## src/rtl/mips_pkg.sv

```systemverilog
// Constants shared by the fetch stage, CONTROL and the pipeline registers.
// Also defines the per-cycle PC source selection used by fetch_stage.
package mips_pkg;

    localparam int ADDR_W  = 8;
    localparam int INST_W  = 32;
    localparam int PC_STEP = 4;

    localparam logic [INST_W-1:0] NOP_INST   = 32'h0;
    localparam logic [ADDR_W-1:0] RESET_PC   = 8'h00;
    localparam logic [ADDR_W-1:0] EXC_VECTOR = 8'hF0;

    // Winning PC source for one cycle once reset is excluded, highest priority first.
    typedef enum logic [2:0] {
        PC_LOAD,
        PC_EXC,
        PC_REDIRECT,
        PC_HOLD,
        PC_ADVANCE
    } pc_sel_e;

endpackage

```

## src/rtl/fetch_skid.sv

```systemverilog
// One-entry holding register for an instruction returned while fetch is stalled.
// Capture fills an empty entry, the entry holds while full, and clear releases it.
module fetch_skid #(
    parameter int ADDR_W = 8,
    parameter int INST_W = 32
) (
    input  logic              clk,
    input  logic              clear,
    input  logic              capture,
    input  logic [INST_W-1:0] new_inst,
    input  logic [ADDR_W-1:0] new_pc,
    output logic              valid,
    output logic [INST_W-1:0] inst,
    output logic [ADDR_W-1:0] pc
);

    logic load;

    assign load = capture && !valid && !clear;

    always_ff @(posedge clk) begin
        if (clear) begin
            valid <= 1'b0;
        end else if (load) begin
            valid <= 1'b1;
        end
    end

    // NOTE: the payload has no reset; it is only observed while valid is set.
    always_ff @(posedge clk) begin
        if (load) begin
            inst <= new_inst;
            pc   <= new_pc;
        end
    end

endmodule

```

## src/rtl/fetch_stage.sv

```systemverilog
// Instruction-fetch stage: owns the PC, issues IMEM reads with one-cycle latency and
// presents each returned instruction with its PC; a one-entry skid covers stalls.
module fetch_stage
    import mips_pkg::*;
#(
    parameter int                ADDR_W     = mips_pkg::ADDR_W,
    parameter int                INST_W     = mips_pkg::INST_W,
    parameter logic [ADDR_W-1:0] RESET_PC   = mips_pkg::RESET_PC,
    parameter logic [ADDR_W-1:0] EXC_VECTOR = mips_pkg::EXC_VECTOR
) (
    input  logic              CLK,
    input  logic              SYS_reset,
    input  logic              IF_load,
    input  logic [ADDR_W-1:0] IF_pc_val,
    input  logic              IF_exception,
    input  logic              IF_redirect,
    input  logic [ADDR_W-1:0] IF_redirect_pc,
    input  logic              IF_stall,
    output logic [ADDR_W-1:0] IF_imem_addr,
    input  logic [INST_W-1:0] IF_imem_data,
    output logic              IF_valid,
    output logic [INST_W-1:0] IF_instruction,
    output logic [ADDR_W-1:0] IF_pc,
    output logic [ADDR_W-1:0] IF_pc_plus4
);

    logic [ADDR_W-1:0] pc;
    logic              req_valid;
    logic [ADDR_W-1:0] req_pc;
    pc_sel_e           pc_sel;

    logic              skid_valid;
    logic [INST_W-1:0] skid_inst;
    logic [ADDR_W-1:0] skid_pc;

    always_comb begin
        if (IF_load) begin
            pc_sel = PC_LOAD;
        end else if (IF_exception) begin
            pc_sel = PC_EXC;
        end else if (IF_redirect) begin
            pc_sel = PC_REDIRECT;
        end else if (IF_stall) begin
            pc_sel = PC_HOLD;
        end else begin
            pc_sel = PC_ADVANCE;
        end
    end

    // NOTE: registers update with non-blocking assignments so every block samples pre-edge state.
    always_ff @(posedge CLK) begin
        if (SYS_reset) begin
            pc        <= RESET_PC;
            req_valid <= 1'b0;
            req_pc    <= '0;
        end else begin
            case (pc_sel)
                PC_LOAD: begin
                    pc        <= IF_pc_val;
                    req_valid <= 1'b0;
                end
                PC_EXC: begin
                    pc        <= EXC_VECTOR;
                    req_valid <= 1'b0;
                end
                PC_REDIRECT: begin
                    pc        <= IF_redirect_pc;
                    req_valid <= 1'b0;
                end
                PC_HOLD: begin
                    req_valid <= 1'b0;
                end
                default: begin
                    req_valid <= 1'b1;
                    req_pc    <= pc;
                    pc        <= pc + ADDR_W'(PC_STEP);
                end
            endcase
        end
    end

    // Any unstalled cycle consumes the skid; a stall captures the in-flight read once.
    fetch_skid #(
        .ADDR_W(ADDR_W),
        .INST_W(INST_W)
    ) u_skid (
        .clk     (CLK),
        .clear   (SYS_reset || (pc_sel != PC_HOLD)),
        .capture (req_valid),
        .new_inst(IF_imem_data),
        .new_pc  (req_pc),
        .valid   (skid_valid),
        .inst    (skid_inst),
        .pc      (skid_pc)
    );

    // NOTE: every output is assigned on every path, so no latch is inferred.
    always_comb begin
        if (skid_valid) begin
            IF_valid       = 1'b1;
            IF_instruction = skid_inst;
            IF_pc          = skid_pc;
        end else begin
            IF_valid       = req_valid;
            IF_instruction = req_valid ? IF_imem_data : INST_W'(NOP_INST);
            IF_pc          = req_pc;
        end
    end

    assign IF_pc_plus4  = IF_pc + ADDR_W'(PC_STEP);
    assign IF_imem_addr = pc;

endmodule
```

## config.mk

```make
export PLATFORM = sky130hd
export DESIGN_NAME = fetch_stage
export DESIGN_NICKNAME = d
export VERILOG_FILES = /design/src/rtl/mips_pkg.sv /design/src/rtl/fetch_skid.sv /design/src/rtl/fetch_stage.sv
export SDC_FILE = /design/constraint.sdc
export NUM_CORES = 1
export LEC_CHECK = 0
export CORE_UTILIZATION = 46
export CTS_CLUSTER_SIZE = 24
export DETAILED_ROUTE_END_ITERATION = 10
export GPL_ROUTABILITY_DRIVEN = 0
export PLACE_DENSITY = 0.88
export SLEW_MARGIN = 20
export SYNTH_ARGS = -nofsm -noshare
export SYNTH_HDL_FRONTEND = slang
export SYNTH_SLANG_ARGS = --single-unit
```

## constraint.sdc

```tcl
create_clock -name CLK -period 12.4 [get_ports CLK]
set_clock_uncertainty 0.2 [all_clocks]
set_input_delay 2.48 -clock CLK [delete_from_list [all_inputs] [get_ports CLK]]
set_output_delay 2.48 -clock CLK [all_outputs]
set_load 0.01 [all_outputs]
```

# Yosys cells after proc, flatten, opt, wreduce, memory -nomap -nowiden
# Cells that the tools add are included.
[word_totals]
regBits = 58
output_inout_bits = 57
[classes]
addsub = 2
eq_ne = 4
mux = 10
n_reduce_logical = 7
[ops]
columns = ["op", "n"]
rows = [
  ["$mux W32", 2],
  ["$pmux W8 S4", 1],
  ["$add A8 B3 Y8 const B", 2],
  ["$mux W3", 4],
  ["$mux W8", 1],
  ["$eq A3 B2 Y1 const B", 2],
  ["$reduce_or A4 Y1", 1],
  ["$eq A3 B1 Y1 const B", 1],
  ["$logic_not A3 Y1", 1],
  ["$ne A3 B2 Y1 const B", 1],
  ["$logic_and A1 B1 Y1", 2],
  ["$logic_not A1 Y1", 2],
  ["$mux W1", 2],
  ["$logic_or A1 B1 Y1", 1],
]

# Depth between registers and ports, before layout
# Gate-level depths: netlist (run 1).
[logic_depth]
word_depth = 8
ltp_mapped = 6

# Modules after synthesis
# From an unflattened synthesis (run 1), not the netlist that was laid out.
[unflattened]
hier_cells = 209
area_unflattened_um2 = 2633.8
[modules_own_cells]
columns = ["mod", "instances", "cells_each", "area_each_um2", "seq_area_each_um2"]
rows = [
  ["fetch_stage", 1, 166, 1390.1, 340.3],
  ["fetch_skid", 1, 43, 1243.7, 1221.2],
]

# Worst setup path after synthesis (run 1)
# Ideal clock, no wire load.
[synth_path]
path_type = "input to register"
startpoint = "in IF_redirect"
endpoint = "reg u_skid.inst[0] (enable)"
setup_time_ns = 0.495
t_arrival_ns = 6.026
required_ns = 11.705
slack_ns = 5.679
path_stages = 4
cell_sequence = "buf_2 > nor3_4 > nand2_1 > nor3b_1"
[synth_between]
elab_chain_len = 7
[synth_rtl]
columns = ["element", "line", "rtl"]
rows = [
  ["from (decl)", "fetch_stage.sv:16", "input logic IF_redirect,"],
  ["$mux W3", "fetch_stage.sv:41", "end else if (IF_redirect) begin"],
  ["$mux W3", "fetch_stage.sv:39", "end else if (IF_exception) begin"],
  ["$mux W3", "fetch_stage.sv:37", "if (IF_load) begin"],
  ["$ne A3 B2 Y1", "fetch_stage.sv:88", ".clear (SYS_reset || (pc_sel != PC_HOLD)),"],
  ["$logic_or A1 B1 Y1", "fetch_stage.sv:88", ""],
  ["$logic_not A1 Y1", "fetch_skid.sv:19", "assign load = capture && !valid && !clear;"],
  ["$logic_and A1 B1 Y1", "fetch_skid.sv:19", ""],
  ["named net u_skid.load", "fetch_skid.sv:17", "logic load;"],
  ["to (signal assigned)", "fetch_skid.sv:32", "inst <= new_inst;"],
  ["to (decl)", "fetch_skid.sv:13", "output logic [INST_W-1:0] inst,"],
]
# The timed path passes the listed nets, and every way through them passes these cells.
# A chain may end at the register's enable or synchronous reset.

# Final worst setup path (run 1)
[layout_path]
startpoint = "in IF_imem_data[17]"
endpoint = "out IF_instruction[17]"
[layout_between]
elab_chain_len = 2
[layout_rtl]
columns = ["element", "line", "rtl"]
rows = [
  ["from (decl)", "fetch_stage.sv:20", "input logic [INST_W-1:0] IF_imem_data,"],
  ["$mux W32", "fetch_stage.sv:105", "IF_instruction = req_valid ? IF_imem_data : INST_W'(NOP_INST);"],
  ["$mux W32", "fetch_stage.sv:99", "if (skid_valid) begin"],
  ["to (decl)", "fetch_stage.sv:22", "output logic [INST_W-1:0] IF_instruction,"],
]
# Every way passes these cells.

==> run summary, run 1 <==
Status: completed
Reg area: 0.00156 mm²
Final worst-path setup slack: 6.04 ns
Critical Path End Type: output port
Via Count: 2,146
Number of max-cap violations: 0
GRT overflow: 0
Unique masters post-synth: 47
Share of the synthesized area in the top cell type: 0.455
Worst Max-Slew Pin Slew: 0.758 ns
Core Util, Final: 0.713
Post-route ant nets: 0
Routed WL: 6490 µm
Worst-path clk slew: 0.06 ns
Core box area: 0.00551 mm²
Hold Vio Cnt, Final: 0
1st-iter DRT viols: 151
Clk Latency, worst-skew pair: 0.32 ns
Synthesized flop and latch total: 58
Largest net degree at the start of global routing: 37
Top Ports: 111
Post-CTS Setup Bufs: 0
Die width: 77.8 µm
Ranking of synthesized cells by area: edfxtp_1 (45%), dfxtp_1 (14%), a22o_1 (11%), a21oi_1 (2.3%), mux2i_1 (2.3%)
Ant diodes: 0
Slew margin rel.: 0.493
Setup TNS: 0 ns
Dpl ws: 6.03 ns
Logic pwr share: 0.111
Internal: 0.000313 W
Fraction of layout cells with a size suffix above 1: 0.0807
Setup CP Type: in -> out
Clk sinks: 58
Yosys warning total: 0
Tmin final: 6.36 ns
Hold buffers post-CTS: 0
Fin nets: 373
First-pass GRT wire length: 10,300 µm
WP data arrival: 3.68 ns
Maximum buffer depth of the clock tree: 2
Hold Path Class: reg -> reg
Sequential power share: 0.531
Seq/Total Area, Yosys: 0.591
CP max FO: 2
Multi-input gate area: 973 µm²
Final Total Pwr: 0.000400 W
Rows: 27
Period utilisation layout: 0.513
Cell taking the most area after synthesis: edfxtp_1
Area grow syn2layout: 48.7%
Detailed Place HPWL: 4580 µm
TritonCTS Buffers: 9
Clock power frac: 0.359
Total die area: 0.00605 mm²
Port buffer count: 110
Chip Height: 77.8 µm
Power Dens Cells: 102 mW/mm²
DR pass1 iterations: 4
Initial Util: 0.480
Mean post-synth cell area: 12.5 µm²
Root Driver: clkbuf_8
Number of global-route vias before repair: 2,074
Post-Syn Instances: 212
Vias/cell: 5.45
Final Setup Violations: 0
Psw: 0.0000873 W
Post-Syn Area: 0.00264 mm²
Max Slew Vio Count: 0
Peak supply drop: 70.9 µV
Lkg Pwr: 1.41 nW
Area post-placement: 0.00376 mm²
Max frequency: 157 MHz
Fin area: 0.00393 mm²
DRC: 0
H-tree levels: 3
CTS tree: done
Number of filler cells placed in the layout: 395
Syn_nets: 268
Tot GR Track Use: 0.223
Wire per inst: 16.5 µm
CP Data Required Time: 9.72 ns
RSZ-0062 raised after global routing: false
CTS resizes: 0
Element type at the critical path start: primary input
Initial antenna violation count: 0
Net switching share of the total power: 0.218
==> layout make-up <==
| cell class | instances | share of cell area |
|---|---|---|
| multi-input cells | 131 | 0.248 |
| repair buffers | 113 | 0.286 |
| clock buffers | 13 | 0.0379 |
| clock inverters | 3 | 0.00382 |
| inverters | 4 | 0.00382 |
| flip-flops and latches | 58 | 0.398 |
| well taps | 72 | 0.0229 |
==> stage by stage <==
stage          cells  hold slack, ns
2_1_floorplan    212           0.222
6_report         394           0.256
3_5_place_dp     378           0.241
4_1_cts          394           0.256
5_1_grt          394           0.281
3_3_place_gp     378           0.235
==> cells in the final DEF (no fill, tap or decap), drive strengths merged, types with 2 or more instances in the layout <==
master,count
a22o,32
nor3,6
nor2b,4
nor2,12
nor3b,2
nand3,4
a211oi,3
a41oi,2
nand2,8
xor2,4
clkbuf,13
a21oi,13
clkdlybuf4s50,110
mux2i,6
mux2,6
inv,4
or3,2
dfxtp,18
buf,3
edfxtp,40
clkinv,3
o21ai,10
ha,2
==> worst paths after layout <==
check	slack (ns)	to	depth (start not counted)	start
setup reg to reg	9.93	u_skid.inst[24]$_DFFE_PP_	4	u_skid.valid$_SDFFE_PP0P_
hold / removal	0.26	u_skid.pc[5]$_DFFE_PP_	0	req_pc[5]$_SDFFE_PP0P_
hold reg to reg	0.26	u_skid.pc[5]$_DFFE_PP_	0	req_pc[5]$_SDFFE_PP0P_
setup / recovery	6.04	IF_instruction[17]	3	IF_imem_data[17]
==> metal layers <==
| metal | vias to the layer above | share of wire | track usage | routed length (µm) |
|---|---|---|---|---|
| met5 | - | 0 | 0 | 0 |
| met4 | 0 | 0.018 | 0.0943 | 114 |
| met3 | 10 | 0.081 | 0.0612 | 528 |
| met2 | 98 | 0.48 | 0.363 | 3100 |
| met1 | 1007 | 0.42 | 0.277 | 2750 |
| li1 | 1031 | - | - | - |
==> registers in the layout, summed over array words and instances (netlist names) <==
name          cells
IF_imem_addr      8
req_valid         1
u_skid.pc         8
u_skid.inst      32
req_pc            8
u_skid.valid      1
==> power groups by stage <==
stage / Clock [W] / Sequential (W) / Combinational (W)
4_1_cts: 0.000148 / 0.000212 / 0.0000443
3_3_place_gp: 0 / 0.000216 / 0.0000428
2_1_floorplan: 0 / 0.000216 / 0.0000157
5_1_grt: 0.000156 / 0.000213 / 0.0000476
6_report: 0.000143 / 0.000212 / 0.0000443
3_5_place_dp: 0 / 0.000216 / 0.0000439
==> critical path, cell delays in order <==
cell,delay (ns)
clkdlybuf4s50_1,0.49
a22o_1,0.15
clkdlybuf4s50_1,0.56
==> synth_stat cells (all sizes together) <==
master	n
a2111o	1
a211oi	3
a21o	1
a21oi	13
a221oi	1
a22o	32
a22oi	1
a31o	1
a32oi	1
a41oi	2
and3	1
and4	1
buf	10
clkbuf	9
dfxtp	18
edfxtp	40
ha	2
inv	4
mux2	6
mux2i	6
nand2	8
nand2b	1
nand3	4
nand3b	1
nor2	12
nor2b	4
nor3	6
nor3b	2
nor4	1
o21ai	10
o221a	1
o32a	1
or2	1
or3	2
xnor2	1
xor2	4
==> cell families (layout without fill, tap and decap cells) <==
group | after synthesis | after routing | share of synthesized area
AOI/OAI and AO/OA | 68 | 68 | 0.196
xor gates and xnor gates | 5 | 5 | 0.0166
adders and majority gates | 2 | 2 | 0.00947
buffers and inverters | 23 | 133 | 0.0431
DFF | 58 | 58 | 0.591
muxes | 12 | 12 | 0.0483
and+or+nand+nor | 44 | 44 | 0.0952
(Power assumes the default switching activity.)
==> run 2: changes to the inputs <==
CORE_UTILIZATION = 38   (was 46)
PLACE_DENSITY = 0.78   (was 0.88)
clock period = 5.3 ns   (was 12.4 ns; I/O delays follow)
==> run 2 against run 1 <==
Effect of this change: register-to-register slack got worse by 6.7 ns; hold slack barely moved; die area rose by 20%; largest cell class unchanged; clock-buffer cell count rose by 2.
==> run summary, run 2 (same netlist as run 1, synthesis figures left out) <==
Hold Path Class: reg -> reg
Commonest cells after routing, fill and taps aside: clkdlybuf4s50_1 (110), edfxtp_1 (40), a22o_1 (32)
Dpl cells: 385
Power Dens Cells: 240 mW/mm²
Psw: 0.000200 W
Final Non-Filler Cells: 400
CTS resizes: 0
RR Startpoint: u_skid.valid$_SDFFE_PP0P_
DR pass1 iterations: 4
Fraction of layout cells with a size suffix above 1: 0.0750
Worst Hold Endpoint: u_skid.pc[1]$_DFFE_PP_
Vias/cell: 5.28
Worst-path clk slew: 0.06 ns
TritonCTS Buffers: 9
GRT overflow: 0
Post-route ant nets: 0
Sequential power share: 0.526
Core Util, Final: 0.583
Top Ports: 111
Number of filler cells placed in the layout: 569
Area post-placement: 0.00377 mm²
Die width: 85.4 µm
Setup TNS: 0 ns
Post-CTS Setup Bufs: 0
Initial Util: 0.391
Routed WL: 6060 µm
Met2 usage: 0.257
Area grow syn2layout: 49.2%
Rows: 30
Hold path depth: 0
Initial antenna violation count: 0
Status: completed
Number of global-route vias before repair: 1,977
Logic pwr share: 0.108
Total die area: 0.00729 mm²
Dpl ws: 1.64 ns
Critical Path End Type: output port
Max Slew Vio Count: 0
Reg area: 0.00156 mm²
Hold buffers post-CTS: 0
Peak supply drop: 101 µV
RSZ-0062 raised after global routing: false
CP Data Required Time: 4.04 ns
Port buffer count: 110
FF-to-FF setup slack: 3.26 ns
Core box area: 0.00676 mm²
Chip Height: 85.4 µm
Setup CP Type: reg -> out
Final Setup Violations: 0
Tot GR Track Use: 0.174
Period utilisation layout: 0.734
Fin area: 0.00394 mm²
GR peak layer: met2
Number of max-cap violations: 0
Hold Vio Cnt, Final: 0
FF-to-FF path depth: 3
RR Endpoint: u_skid.inst[31]$_DFFE_PP_
Net switching share of the total power: 0.211
Worst Max-Slew Pin Slew: 0.844 ns
Hold_sp: req_pc[1]$_SDFFE_PP0P_
CTS tree: done
Internal: 0.000745 W
H-tree levels: 3
Clk sinks: 58
Final worst-path setup slack: 1.41 ns
Max reg flops: 32
Ant diodes: 0
Largest net degree at the start of global routing: 45
Top reg by flops: u_skid.inst
CP max FO: 44
Clock power frac: 0.366
Most common cell after layout, fill and taps aside: clkdlybuf4s50_1
Slew margin rel.: 0.437
Clk Latency, worst-skew pair: 0.32 ns
Multi-input gate area: 980 µm²
Maximum buffer depth of the clock tree: 2
Via Count: 2,110
Wire per inst: 15.1 µm
Tmin final: 3.89 ns
Element type at the critical path start: flop
Root Driver: clkbuf_8
WP data arrival: 2.63 ns
1st-iter DRT viols: 74
Met3 Usage GRT: 0.0623
Grt met1 use: 0.225
Lkg Pwr: 1.41 nW
Max frequency: 257 MHz
Fin nets: 372
DRC: 0
First-pass GRT wire length: 9660 µm
Detailed Place HPWL: 4250 µm
## run 2: critical path: stages (launching register included)
cell,delay [ns]
dfxtp_2,0.88
mux2i_1,0.34
inv_1,0.10
ha_1,0.23
nand3_1,0.08
xnor2_1,0.12
clkdlybuf4s50_1,0.55
## run 2: layout make-up
type | count | share of cell area
flip-flops and latches | 58 | 0.397
repair buffers | 112 | 0.283
inverters | 4 | 0.00381
well taps | 80 | 0.0254
multi-input cells | 131 | 0.249
clock buffers | 15 | 0.0422
## run 2: how the worst max path moves through the flow
stage | end | slack (ns) | cells after the start | from
after floorplan | u_skid.inst[0]$_DFFE_PP_ | 1.42 | 4 | IF_redirect
after global placement | u_skid.inst[17]$_DFFE_PP_ | 1.65 | 5 | IF_load
after detailed placement | u_skid.inst[12]$_DFFE_PP_ | 1.64 | 5 | IF_load
after CTS | IF_pc_plus4[6] | 1.37 | 6 | u_skid.valid$_SDFFE_PP0P_
after global routing | IF_pc_plus4[7] | 1.18 | 5 | u_skid.valid$_SDFFE_PP0P_
final | IF_pc_plus4[6] | 1.41 | 6 | u_skid.valid$_SDFFE_PP0P_
## run 2: metrics by stage
step | total power (W) | hold slack (ns)
after floorplan | 0.000542 | 0.222
after global placement | 0.000607 | 0.242
after detailed placement | 0.000609 | 0.246
after CTS | 0.000958 | 0.260
after global routing | 0.000989 | 0.272
final | 0.000944 | 0.256
## run 2: routing by layer
metal  share of wire  wire length (µm)  vias to the layer above
li1                -                 -                     1030
met1            0.46              2800                      972
met2            0.43              2630                       93
met3           0.079               481                       15
met4           0.025               152                        0
met5               0                 0                        -
## run 2: power by group through the flow
stage,clock [W],sequential [W],combinational [W]
5_1_grt,0.000380,0.000497,0.000111
2_1_floorplan,0,0.000505,0.0000369
3_3_place_gp,0,0.000506,0.000101
4_1_cts,0.000359,0.000496,0.000103
3_5_place_dp,0,0.000506,0.000103
6_report,0.000345,0.000497,0.000102
